## src/rtl/uart_rx_if.sv

```systemverilog
// uart_rx_if: receive-side result bundle between uart_rx and the host/FIFO logic.
//   rx_data    last received word, held until the next good frame
//   rx_valid   one-clk strobe: rx_data updated
//   frame_err  one-clk strobe: stop bit sampled low
//   parity_err one-clk strobe: parity mismatch (always 0 unless parity is built in)
//   busy       receiver is inside a frame or waiting out a break
// master = uart_rx (drives), slave = host (observes).
interface uart_rx_if #(
    parameter int unsigned DATA_BITS = 8
);
    logic [DATA_BITS-1:0] rx_data;
    logic                 rx_valid;
    logic                 frame_err;
    logic                 parity_err;
    logic                 busy;

    modport master (
        output rx_data,
        output rx_valid,
        output frame_err,
        output parity_err,
        output busy
    );

    modport slave (
        input rx_data,
        input rx_valid,
        input frame_err,
        input parity_err,
        input busy
    );
endinterface

```

## src/rtl/uart_rx.sv

```systemverilog
// uart_rx: 16x-oversampled UART receiver, start + DATA_BITS (LSB first) + stop.
// Optional even-parity bit between data and stop when UART_RX_PARITY_EN is defined.
// Ports:
//   clk, rst_n  system clock, asynchronous active-low reset
//   tick        one-clk pulse at baud * TICKS_PER_BIT; all FSM activity steps on it
//   rx          asynchronous serial input, idle high
//   rx_if       uart_rx_if.master: rx_data / rx_valid / frame_err / parity_err / busy
module uart_rx #(
    parameter int unsigned DATA_BITS     = 8,
    parameter int unsigned TICKS_PER_BIT = 16
) (
    input  logic       clk,
    input  logic       rst_n,
    input  logic       tick,
    input  logic       rx,
    uart_rx_if.master  rx_if
);
    localparam int unsigned TW = $clog2(TICKS_PER_BIT);
    localparam int unsigned BW = $clog2(DATA_BITS + 1);
    localparam logic [TW-1:0] HALF_LAST = TW'(TICKS_PER_BIT / 2 - 1);
    localparam logic [TW-1:0] BIT_LAST  = TW'(TICKS_PER_BIT - 1);
    localparam logic [BW-1:0] DATA_LAST = BW'(DATA_BITS - 1);

    typedef enum logic [2:0] {
        IDLE   = 3'd0,
        START  = 3'd1,
        DATA   = 3'd2,
        PARITY = 3'd3,
        STOP   = 3'd4,
        BREAK  = 3'd5
    } state_e;

    state_e               state_q, state_d;
    logic [1:0]           sync_q, sync_d;
    logic [TW-1:0]        tick_cnt_q, tick_cnt_d;
    logic [BW-1:0]        bit_cnt_q, bit_cnt_d;
    logic [DATA_BITS-1:0] shift_q, shift_d;
    logic [DATA_BITS-1:0] rx_data_q, rx_data_d;
    logic                 rx_valid_q, rx_valid_d;
    logic                 frame_err_q, frame_err_d;
    logic                 busy_q, busy_d;
    logic                 rx_s;
`ifdef UART_RX_PARITY_EN
    logic                 parity_bit_q, parity_bit_d;
    logic                 parity_err_q, parity_err_d;
`endif

    // Two-flop synchronizer runs every clk; its reset value matches the idle line.
    assign sync_d = {sync_q[0], rx};
    assign rx_s   = sync_q[1];

    // State and datapath registers.
    always_ff @(posedge clk or negedge rst_n) begin
        if (!rst_n) begin
            state_q      <= IDLE;
            sync_q       <= 2'b11;
            tick_cnt_q   <= '0;
            bit_cnt_q    <= '0;
            shift_q      <= '0;
            rx_data_q    <= '0;
            rx_valid_q   <= 1'b0;
            frame_err_q  <= 1'b0;
            busy_q       <= 1'b0;
`ifdef UART_RX_PARITY_EN
            parity_bit_q <= 1'b0;
            parity_err_q <= 1'b0;
`endif
        end else begin
            state_q      <= state_d;
            sync_q       <= sync_d;
            tick_cnt_q   <= tick_cnt_d;
            bit_cnt_q    <= bit_cnt_d;
            shift_q      <= shift_d;
            rx_data_q    <= rx_data_d;
            rx_valid_q   <= rx_valid_d;
            frame_err_q  <= frame_err_d;
            busy_q       <= busy_d;
`ifdef UART_RX_PARITY_EN
            parity_bit_q <= parity_bit_d;
            parity_err_q <= parity_err_d;
`endif
        end
    end

    // Next-state logic.
    always_comb begin
        state_d = state_q;
        if (tick) begin
            case (state_q)
                IDLE:   if (!rx_s) state_d = START;
                // A start bit that is high again at its centre was a glitch.
                START:  if (tick_cnt_q == HALF_LAST) state_d = rx_s ? IDLE : DATA;
                DATA: begin
                    if (tick_cnt_q == BIT_LAST && bit_cnt_q == DATA_LAST) begin
`ifdef UART_RX_PARITY_EN
                        state_d = PARITY;
`else
                        state_d = STOP;
`endif
                    end
                end
                PARITY: if (tick_cnt_q == BIT_LAST) state_d = STOP;
                STOP:   if (tick_cnt_q == BIT_LAST) state_d = rx_s ? IDLE : BREAK;
                // Wait for the line to go high so a held-low line is not read as frames.
                BREAK:  if (rx_s) state_d = IDLE;
                default: state_d = IDLE;
            endcase
        end
    end

    // Counters, shift register and registered output strobes.
    always_comb begin
        tick_cnt_d   = tick_cnt_q;
        bit_cnt_d    = bit_cnt_q;
        shift_d      = shift_q;
        rx_data_d    = rx_data_q;
        rx_valid_d   = 1'b0;
        frame_err_d  = 1'b0;
        busy_d       = (state_d != IDLE);
`ifdef UART_RX_PARITY_EN
        parity_bit_d = parity_bit_q;
        parity_err_d = 1'b0;
`endif
        if (tick) begin
            case (state_q)
                IDLE: tick_cnt_d = '0;
                START: begin
                    if (tick_cnt_q == HALF_LAST) begin
                        tick_cnt_d = '0;
                        bit_cnt_d  = '0;
                    end else begin
                        tick_cnt_d = tick_cnt_q + TW'(1);
                    end
                end
                DATA: begin
                    if (tick_cnt_q == BIT_LAST) begin
                        shift_d    = {rx_s, shift_q[DATA_BITS-1:1]};
                        tick_cnt_d = '0;
                        bit_cnt_d  = bit_cnt_q + BW'(1);
                    end else begin
                        tick_cnt_d = tick_cnt_q + TW'(1);
                    end
                end
                PARITY: begin
                    if (tick_cnt_q == BIT_LAST) begin
`ifdef UART_RX_PARITY_EN
                        parity_bit_d = rx_s;
`endif
                        tick_cnt_d = '0;
                    end else begin
                        tick_cnt_d = tick_cnt_q + TW'(1);
                    end
                end
                STOP: begin
                    if (tick_cnt_q == BIT_LAST) begin
                        tick_cnt_d = '0;
                        if (rx_s) begin
                            rx_data_d  = shift_q;
                            rx_valid_d = 1'b1;
`ifdef UART_RX_PARITY_EN
                            parity_err_d = ^{shift_q, parity_bit_q};
`endif
                        end else begin
                            frame_err_d = 1'b1;
                        end
                    end else begin
                        tick_cnt_d = tick_cnt_q + TW'(1);
                    end
                end
                default: tick_cnt_d = '0;
            endcase
        end
    end

    assign rx_if.rx_data   = rx_data_q;
    assign rx_if.rx_valid  = rx_valid_q;
    assign rx_if.frame_err = frame_err_q;
    assign rx_if.busy      = busy_q;
`ifdef UART_RX_PARITY_EN
    assign rx_if.parity_err = parity_err_q;
`else
    assign rx_if.parity_err = 1'b0;
`endif
endmodule

```

## src/flat_wrapper.sv

```systemverilog
// flat-port wrapper written by rule: the top's interface ports become plain ports
module uart_rx_flat 
#(
    parameter int unsigned DATA_BITS     = 8,
    parameter int unsigned TICKS_PER_BIT = 16
)
  (clk, rst_n, tick, rx, rx_if_rx_data, rx_if_rx_valid, rx_if_frame_err, rx_if_parity_err, rx_if_busy);
  uart_rx_if #(.DATA_BITS(DATA_BITS)) rx_if_i ();
  input  logic clk;
  input  logic rst_n;
  input  logic tick;
  input  logic rx;
  output wire logic [$bits(rx_if_i.rx_data)-1:0] rx_if_rx_data;
  output wire logic [$bits(rx_if_i.rx_valid)-1:0] rx_if_rx_valid;
  output wire logic [$bits(rx_if_i.frame_err)-1:0] rx_if_frame_err;
  output wire logic [$bits(rx_if_i.parity_err)-1:0] rx_if_parity_err;
  output wire logic [$bits(rx_if_i.busy)-1:0] rx_if_busy;
  assign rx_if_rx_data = rx_if_i.rx_data;
  assign rx_if_rx_valid = rx_if_i.rx_valid;
  assign rx_if_frame_err = rx_if_i.frame_err;
  assign rx_if_parity_err = rx_if_i.parity_err;
  assign rx_if_busy = rx_if_i.busy;
  uart_rx #(.DATA_BITS(DATA_BITS), .TICKS_PER_BIT(TICKS_PER_BIT)) u_core (.clk(clk), .rst_n(rst_n), .tick(tick), .rx(rx), .rx_if(rx_if_i));
endmodule
```

## config.mk

```make
export PLATFORM = sky130hd
export DESIGN_NAME = uart_rx_flat
export DESIGN_NICKNAME = d
export VERILOG_FILES = /design/src/rtl/uart_rx_if.sv /design/src/rtl/uart_rx.sv /design/src/flat_wrapper.sv
export SDC_FILE = /design/constraint.sdc
export NUM_CORES = 1
export LEC_CHECK = 0
export ABC_AREA = 1
export CAP_MARGIN = 40
export CORE_MARGIN = 5
export CORE_UTILIZATION = 55
export DETAILED_ROUTE_END_ITERATION = 10
export PLACE_DENSITY = 0.8
export RECOVER_POWER = 50
export SYNTH_ARGS = -nofsm -noshare
export SYNTH_HDL_FRONTEND = slang
export SYNTH_SLANG_ARGS = --single-unit
```

## constraint.sdc

```tcl
create_clock -name clk -period 1.75 [get_ports clk]
set_input_delay 0.175 -clock clk [delete_from_list [all_inputs] [get_ports clk]]
set_output_delay 0.175 -clock clk [all_outputs]
set_load 0.05 [all_outputs]
```

Yosys cells after proc, flatten, opt, wreduce, memory -nomap -nowiden
Index checks and enable logic that the tools add are counted.

Output and inout port bits: 12. Bits in registers: 32. Bits of input ports: 4. Word-level logic and storage cells: 53.

$add $sub $neg: 2. Muxes and demuxes: 24. Eq/ne operators: 10. Reduce and logical (&&, ||, !) cells: 8.

Operators with widths (number): 3-bit two-way mux (8); 3-bit one-hot mux with 6 select lines (1); 4-bit two-way mux (4); 4-bit one-hot mux with 2 select lines (2); 4-bit by 1-bit adder with 4-bit output (second input constant) (2); 4-bit by 3-bit == test with 1-bit output (second input constant) (2); 1-bit two-way mux (8); 4-bit AND reduction (2); 3-bit by 2-bit == test with 1-bit output (second input constant) (2); 3-bit == test (second input constant) (2); 4-bit == test (second input constant) (1); 2-bit by 1-bit != test with 1-bit output (second input constant) (2); 3-bit by 1-bit == test with 1-bit output (second input constant) (1); 3-bit zero test (1); 3-bit AND reduction (1); 3-bit nonzero test (1); 3-bit OR reduction (1); 2-bit two-way mux (1); 2-bit nonzero test (1); 1-bit logical AND (1).

Logic depth before layout (Yosys ltp)
Gate-level depths: netlist of run 1.

Word-level depth: 6. Depth in mapped cells: 9.

Least setup slack after synthesis of run 1
OpenSTA, ideal clock, no wires.

Path type: reg2reg. Start: reg u_core.tick_cnt_q[0]. End: reg u_core.rx_data_q[5], in the netlist u_core.rx_if.rx_data[5]. Data required time: 1.630 ns. Buffers on the path: 1. Path slack: 0.318 ns. Cell stages (with the launch flop): 10. Arrival time: 1.312 ns. Cells stage by stage: dfrtp_1 -> ha_1 -> nand2_4 -> nor2_4 -> nand2_2 -> nor3_4 -> inv_2 -> buf_6 -> nand2_1 -> o21ai_2.

Word-level cells in the longest chain between the ends: 2.

RTL lines: from (decl) (line uart_rx.sv:35) `logic [TW-1:0] tick_cnt_q, tick_cnt_d;`; from (signal assigned) (line uart_rx.sv:71) `tick_cnt_q <= tick_cnt_d;`; 4-bit == test (line uart_rx.sv:155) `if (tick_cnt_q == BIT_LAST) begin`; 4-bit AND reduction (no line); to (signal assigned) (line uart_rx.sv:74) `rx_data_q <= rx_data_d;`; to (decl) (line uart_rx.sv:38) `logic [DATA_BITS-1:0] rx_data_q, rx_data_d;`.

Every way passes these cells. A chain may end at the register's enable or synchronous reset.

Worst setup path after layout of run 1
Start: reg u_core.rx_data_q[1], in the netlist u_core.rx_if.rx_data[1]. End: out rx_if_rx_data[1].

RTL lines: to (decl) (line flat_wrapper.sv:13) `output wire logic [$bits(rx_if_i.rx_data)-1:0] rx_if_rx_data;`.

No word-level cell between the ends.

==> run_results.csv, run 1 <==
group,metric,value,unit
run_status,status,"complete, no violations",
setup_path,critPathTopFamily,"buffers and inverters",
setup_path,worst-path-buf-inv,1,
min_path,hold_path_class,"flop to flop",
clock_tree,root_buffer,"clkbuf_4",
finish,utilization,0.6428,
sta,setup_viol,0,
global_routing,grt_max_degree,33,
floorplanning,ios,16,
floorplanning,die-area,3878,µm²
yosys,synth_nets,177,
drt,avgViaCountPerCell,5.185,
finish,finalNetCount,196,
min_path,whs_endpoint,"u_core.sync_q[1]$_DFF_PN1_",
floorplanning,die_h,62.27,µm
pwr,peakVddDrop,916.4,µV
setup_path,crit_path_top_delay_cell,"clkdlybuf4s50_1",
yosys,netlist-cell-type-count,24,
sta,relSlewSlack,0.4947,
yosys,ys_ff_latch,32,
sta,holdWs,0.3593,ns
clock_tree,cts_setup_buffers,0,
finish,area_delta_synth_final,14.90,%
global_routing,met1_usage,0.1676,
sta,fin_crit_sh,0.9526,
yosys,netlist_area,1503,µm²
min_path,hp-start,"u_core.sync_q[0]$_DFF_PN1_",
floorplanning,rows,19,
sta,hold_violations,0,
drt,antenna_left,0,
clock_tree,h-tree-depth,2,
job,maxCapViolations,0,
yosys,avgSynthCellArea,8.788,µm²
sta,rsz0062_at_grt,"yes",
drt,dr.first_iter.drc_count,55,
clock_tree,clk_path_buf_depth,2,
setup_path,rr_worst_depth,8,
drt,num_vias,1151,
global_routing,grt_usage,0.1571,
yosys,yosysWarnings,0,
sta,tightestPinTransition,0.7579,ns
floorplanning,start_util,0.5594,
sta,max_freq,0.5999,GHz
pwr,p_leak,0.8444,nW
setup_path,required,1.57,ns
global_routing,grt_overflow,0,
drt,wl,2.691,mm
global_routing,first_global_vias,1146,
place,io_buffers,14,
clock_tree,numCtsBuffers,5,
sta,clock_skew,0.009414,ns
yosys,yosysSeqAreaShare,0.5346,
floorplanning,core-area,2686,µm²
setup_path,critPathKind,"flop to primary output",
pwr,power.total,0.001757,W
clock_tree,insertion_delay,0.33,ns
clock_tree,clk_pin_slew,0.09,ns
sta,tns,0,ns
global_routing,busiest_layer,"met2",
setup_path,crit_fanout,2,
setup_path,cp_data_arrival_time,1.49,ns
finish,antennaDiodeCount,0,
place,dp.cells,214,
global_routing,met2_usage,0.2655,
sta,min_period,1.667,ns
drt,firstDrtPassIters,4,
place,place.gp.congestion,0.9449,
drt,drcViolationCount,0,
yosys,synth_area_leader_cell,"dfrtp_1",
setup_path,worstPathCellList,"clkdlybuf4s50_1",
global_routing,met3_usage,0.06667,
setup_path,max_stage_delay,0.81,ns
floorplanning,die_w,62.27,µm
yosys,synth_area_leaders,"dfrtp_1, nand2_1, inv_1",
clock_tree,clock_sinks,32,
min_path,holdPathStages,0,
finish,drive_gt1_frac,0.1675,
setup_path,endpoint_kind,"primary output",
yosys,synth_top_area_frac,0.4996,
drt,wl_per_cell,12.12,µm
setup_path,critical_path.reg2reg.startpoint,"u_core.tick_cnt_q[0]$_DFFE_PN0P_",
pwr,p_per_area,1018,nW/µm²
global_routing,antenna_found_initial,0,
global_routing,grt_pass1_wl,4.885,mm
setup_path,start_kind,"flop",
setup_path,rr_endpoint,"u_core.rx_if.rx_data[6]$_DFFE_PN0P_",
place,dp_hpwl,1.947,mm
sta,drv_slew,0,
setup_path,r2r_slack,0.18,ns
finish,finalNonFillerCells,222,
yosys,netlist_instances,171,
clock_tree,tritoncts,"yes",
-- through the flow --
stage                     area (µm²)  setup slack (ns)
after global routing            1727         -0.008276
final                           1727           0.08302
after global placement          1663            0.2404
after floorplan                 1503            0.3183
after detailed placement        1663            0.1656
after CTS                       1724           0.04939
-- state kept, by name, indices dropped and copies added, names as in the netlist --
| signal | flops |
|---|---|
| u_core.rx_if.rx_data | 8 |
| u_core.shift_q | 8 |
| u_core.bit_cnt_q | 4 |
| u_core.tick_cnt_q | 4 |
| u_core.state_q | 3 |
| u_core.sync_q | 2 |
| u_core.rx_if.busy | 1 |
| u_core.rx_if.frame_err | 1 |
| u_core.rx_if.rx_valid | 1 |
-- metal layers --
layer | share of wire | up-vias
met3 | 0.054 | 9
met5 | 0 | -
met2 | 0.50 | 25
met1 | 0.42 | 537
met4 | 0.025 | 0
li1 | - | 580
-- logic make-up after synthesis --
logic type / count (synthesis) / synth area share
simple gates: 76 / 0.2356
flops: 32 / 0.5346
buf+inv: 29 / 0.08993
compound gates: 31 / 0.1207
fa+ha+maj: 2 / 0.01665
other cells: 1 / 0.002496
-- cell type report --
| type | count | area [µm²] |
|---|---|---|
| Tap cell | 31 | 38.79 |
| Multi-Input combinational cell | 110 | 569.3 |
| Fill cell | 241 | 959.7 |
| Clock buffer | 6 | 51.30 |
| Inverter | 23 | 86.33 |
| Clock inverter | 2 | 10.01 |
| Sequential cell | 32 | 803.3 |
| Timing Repair Buffer | 18 | 167.7 |
-- repair_timing --
action,4_1_cts,5_1_grt
hold buffers,0,0
endpoints found under the setup margin,0,2
resized for setup,0,1
-- placed cells by master, fill, tap and decap left out, types with 5 or more instances in the layout --
cell / instances
nor2_1: 15
nand3_1: 13
o21ai_0: 15
clkdlybuf4s50_1: 12
dfrtp_1: 30
nand2_1: 36
inv_1: 21
o21ai_2: 7
a21oi_1: 9
clkbuf_4: 5
-- cell usage after synthesis --
library cell / number
or2_2: 1
a21oi_1: 9
o21ai_2: 7
nor2_1: 15
dfrtp_1: 30
buf_6: 3
inv_1: 21
clkbuf_1: 2
nor2_2: 1
nor2_4: 1
dfstp_2: 2
nand2_2: 2
nand4_1: 1
inv_2: 2
ha_1: 2
conb_1: 1
buf_4: 1
nand3_1: 14
o21ai_0: 15
nand2_4: 2
and3_1: 1
nor3_4: 1
nor3_1: 1
nand2_1: 36
-- where the power goes --
group          leakage (nW)  switching (W)  internal [W]
clock network        0.0380       0.000240      0.000191
logic                 0.397       0.000286      0.000151
registers             0.410      0.0000722      0.000817
-- worst max path at each step --
stage | start | end | slack (ns) | cells past startpoint
2_1_floorplan | u_core.tick_cnt_q[0]$_DFFE_PN0P_ | u_core.rx_if.rx_data[5]$_DFFE_PN0P_ | 0.32 | 9
3_3_place_gp | u_core.state_q[2]$_DFF_PN0_ | u_core.bit_cnt_q[2]$_DFFE_PN0P_ | 0.24 | 8
3_5_place_dp | u_core.tick_cnt_q[0]$_DFFE_PN0P_ | u_core.bit_cnt_q[2]$_DFFE_PN0P_ | 0.17 | 8
4_1_cts | u_core.rx_if.rx_data[1]$_DFFE_PN0P_ | rx_if_rx_data[1] | 0.05 | 1
5_1_grt | u_core.tick_cnt_q[0]$_DFFE_PN0P_ | u_core.rx_if.rx_data[1]$_DFFE_PN0P_ | -0.008 | 8
6_report | u_core.rx_if.rx_data[1]$_DFFE_PN0P_ | rx_if_rx_data[1] | 0.08 | 1
No activity file was read; power rests on OpenSTA's default activity.
==> run 2, diff against run 1 <==
--- a/config.mk
+++ b/config.mk
@@ -11,7 +11,7 @@
 export CORE_UTILIZATION = 55
 export DETAILED_ROUTE_END_ITERATION = 10
 export PLACE_DENSITY = 0.8
-export RECOVER_POWER = 50
 export SYNTH_ARGS = -nofsm -noshare
 export SYNTH_HDL_FRONTEND = slang
 export SYNTH_SLANG_ARGS = --single-unit
+export TNS_END_PERCENT = 1
==> run_results.csv, run 2 (synthesized netlist as in run 1, its figures left out) <==
group,metric,value,unit
clock_tree,postCtsHoldBufs,0,
pwr,p_leak,0.8445,nW
sta,drv_slew,0,
sta,rsz0062_at_grt,"yes",
drt,wl,2.692,mm
pwr,peakVddDrop,919.5,µV
setup_path,required,1.57,ns
finish,antennaDiodeCount,0,
drt,num_vias,1151,
pwr,switching_share,0.3403,
global_routing,met1_usage,0.1676,
setup_path,endpoint_kind,"primary output",
drt,drcViolationCount,0,
sta,fin_crit_sh,0.9526,
global_routing,grt_usage,0.1571,
clock_tree,clk_pin_slew,0.10,ns
setup_path,crit_path_top_delay_cell,"clkdlybuf4s50_1",
sta,clock_skew,0.009414,ns
min_path,hold_path_class,"input pin to async pin",
setup_path,worstPathCellList,"clkdlybuf4s50_1",
clock_tree,clk_path_buf_depth,2,
sta,tns,0,ns
clock_tree,clock_sinks,32,
floorplanning,die-area,3878,µm²
floorplanning,die_h,62.27,µm
setup_path,critical_path.reg2reg.startpoint,"u_core.tick_cnt_q[0]$_DFFE_PN0P_",
setup_path,worstSetupEndpoint,"rx_if_rx_data[1]",
global_routing,grt_max_degree,33,
finish,area_delta_synth_final,15.07,%
setup_path,rr_worst_depth,8,
setup_path,startpoint,"u_core.rx_if.rx_data[1]$_DFFE_PN0P_",
clock_tree,root_buffer,"clkbuf_4",
clock_tree,insertion_delay,0.33,ns
setup_path,critPathKind,"flop to primary output",
run_status,status,"complete, no violations",
pwr,p_seq_frac,0.506,
sta,min_period,1.667,ns
finish,ff_latch_area,803.3,µm²
clock_tree,tritoncts,"yes",
floorplanning,start_util,0.5594,
pwr,intPower,0.001161,W
job,maxCapViolations,0,
setup_path,crit_fanout,2,
sta,relSlewSlack,0.6677,
finish,drive_gt1_frac,0.1675,
pwr,p_per_area,1017,nW/µm²
global_routing,grt_overflow,0,
setup_path,cp.depth,1,
drt,firstDrtPassIters,4,
global_routing,grt_pass1_wl,4.885,mm
floorplanning,ios,16,
global_routing,busiest_layer,"met2",
floorplanning,core-area,2686,µm²
setup_path,r2r_slack,0.18,ns
sta,setup_viol,0,
setup_path,critPathTopFamily,"buffers and inverters",
setup_path,start_kind,"flop",
finish,final_common_cell,"nand2_1",
finish,num-fill-cells,240,
pwr,p_sw,0.0005987,W
drt,avgViaCountPerCell,5.185,
clock_tree,numCtsBuffers,5,
floorplanning,die_w,62.27,µm
finish,final_cell_mix,"nand2_1, dfrtp_1, inv_1, nor2_1, o21ai_0",
sta,tightestPinTransition,0.4969,ns
place,dp_hpwl,1.947,mm
drt,antenna_left,0,
setup_path,worst-path-buf-inv,1,
finish,finalNetCount,196,
global_routing,antenna_found_initial,0,
sta,max_freq,0.5999,GHz
sta,holdWs,0.2204,ns
global_routing,met3_usage,0.06667,
clock_tree,h-tree-depth,2,
setup_path,cp_data_arrival_time,1.49,ns
setup_path,rr_endpoint,"u_core.rx_if.rx_data[6]$_DFFE_PN0P_",
finish,multi_input_area,569.3,µm²
sta,hold_violations,0,
pwr,p_comb_frac,0.249,
floorplanning,rows,19,
drt,dr.first_iter.drc_count,55,
global_routing,met2_usage,0.2655,
global_routing,first_global_vias,1146,
pwr,clkPwrFrac,0.245,
place,io_buffers,14,
drt,wl_per_cell,12.13,µm
place,place.gp.congestion,0.9449,
setup_path,max_stage_delay,0.81,ns
-- run 2: cell types whose count changed in the layout (fill, tap and decap cells not counted) --
| cell | delta |
|---|---|
| clkbuf_2 | -1 |
| dlygate4sd3_1 | -2 |
| buf_4 | +1 |
| clkdlybuf4s50_1 | +2 |
-- run 2: area by class of cell --
type / instances / share of cell area
Sequential cell: 32 / 0.4645
Multi-Input combinational cell: 110 / 0.3292
Timing Repair Buffer: 18 / 0.09841
Inverter: 23 / 0.04993
Clock buffer: 6 / 0.02967
Tap cell: 31 / 0.02243
Clock inverter: 2 / 0.005789
-- run 2: power by group through the flow --
stage	sequential (W)	combinational [W]	clock (W)
floorplan	0.000958	0.000253	0
global placement	0.000898	0.000426	0
detailed placement	0.000901	0.000433	0
CTS	0.000888	0.000438	0.000453
global route	0.000898	0.000497	0.000497
finish	0.000889	0.000439	0.000431
-- run 2: how the worst min path moves through the flow --
stage	end	slack, ns	from	cells past startpoint
floorplan	u_core.bit_cnt_q[0]$_DFFE_PN0P_	-0.12	rst_n	0
global placement	u_core.sync_q[1]$_DFF_PN1_	0.35	u_core.sync_q[0]$_DFF_PN1_	0
detailed placement	u_core.sync_q[1]$_DFF_PN1_	0.35	u_core.sync_q[0]$_DFF_PN1_	0
CTS	u_core.rx_if.rx_data[4]$_DFFE_PN0P_	0.23	rst_n	2
global route	u_core.sync_q[0]$_DFF_PN1_	0.22	rx	1
finish	u_core.rx_if.rx_data[4]$_DFFE_PN0P_	0.22	rst_n	2
-- run 2: what timing repair did --
item	CTS	global route
setup buffers	0	0
endpoints found under the setup margin	0	2
resized for setup	0	1
-- run 2: through the flow --
stage | util | std cells | power (W) | worst slack [ns] | area, µm²
detailed placement | 0.6190 | 214 | 0.001334 | 0.1656 | 1663
CTS | 0.6418 | 222 | 0.001779 | 0.04939 | 1724
global route | 0.6437 | 222 | 0.001891 | -0.008276 | 1729
finish | 0.6437 | 222 | 0.001759 | 0.08302 | 1729
global placement | 0.6190 | 214 | 0.001324 | 0.2404 | 1663
floorplan | - | 171 | 0.001211 | 0.3183 | 1503
-- run 2: metal layers --
layer | wire (µm) | vias to the layer above
met1 | 1142 | 537
li1 | - | 580
met2 | 1336 | 25
met4 | 68 | 0
met5 | 0 | -
met3 | 144 | 9
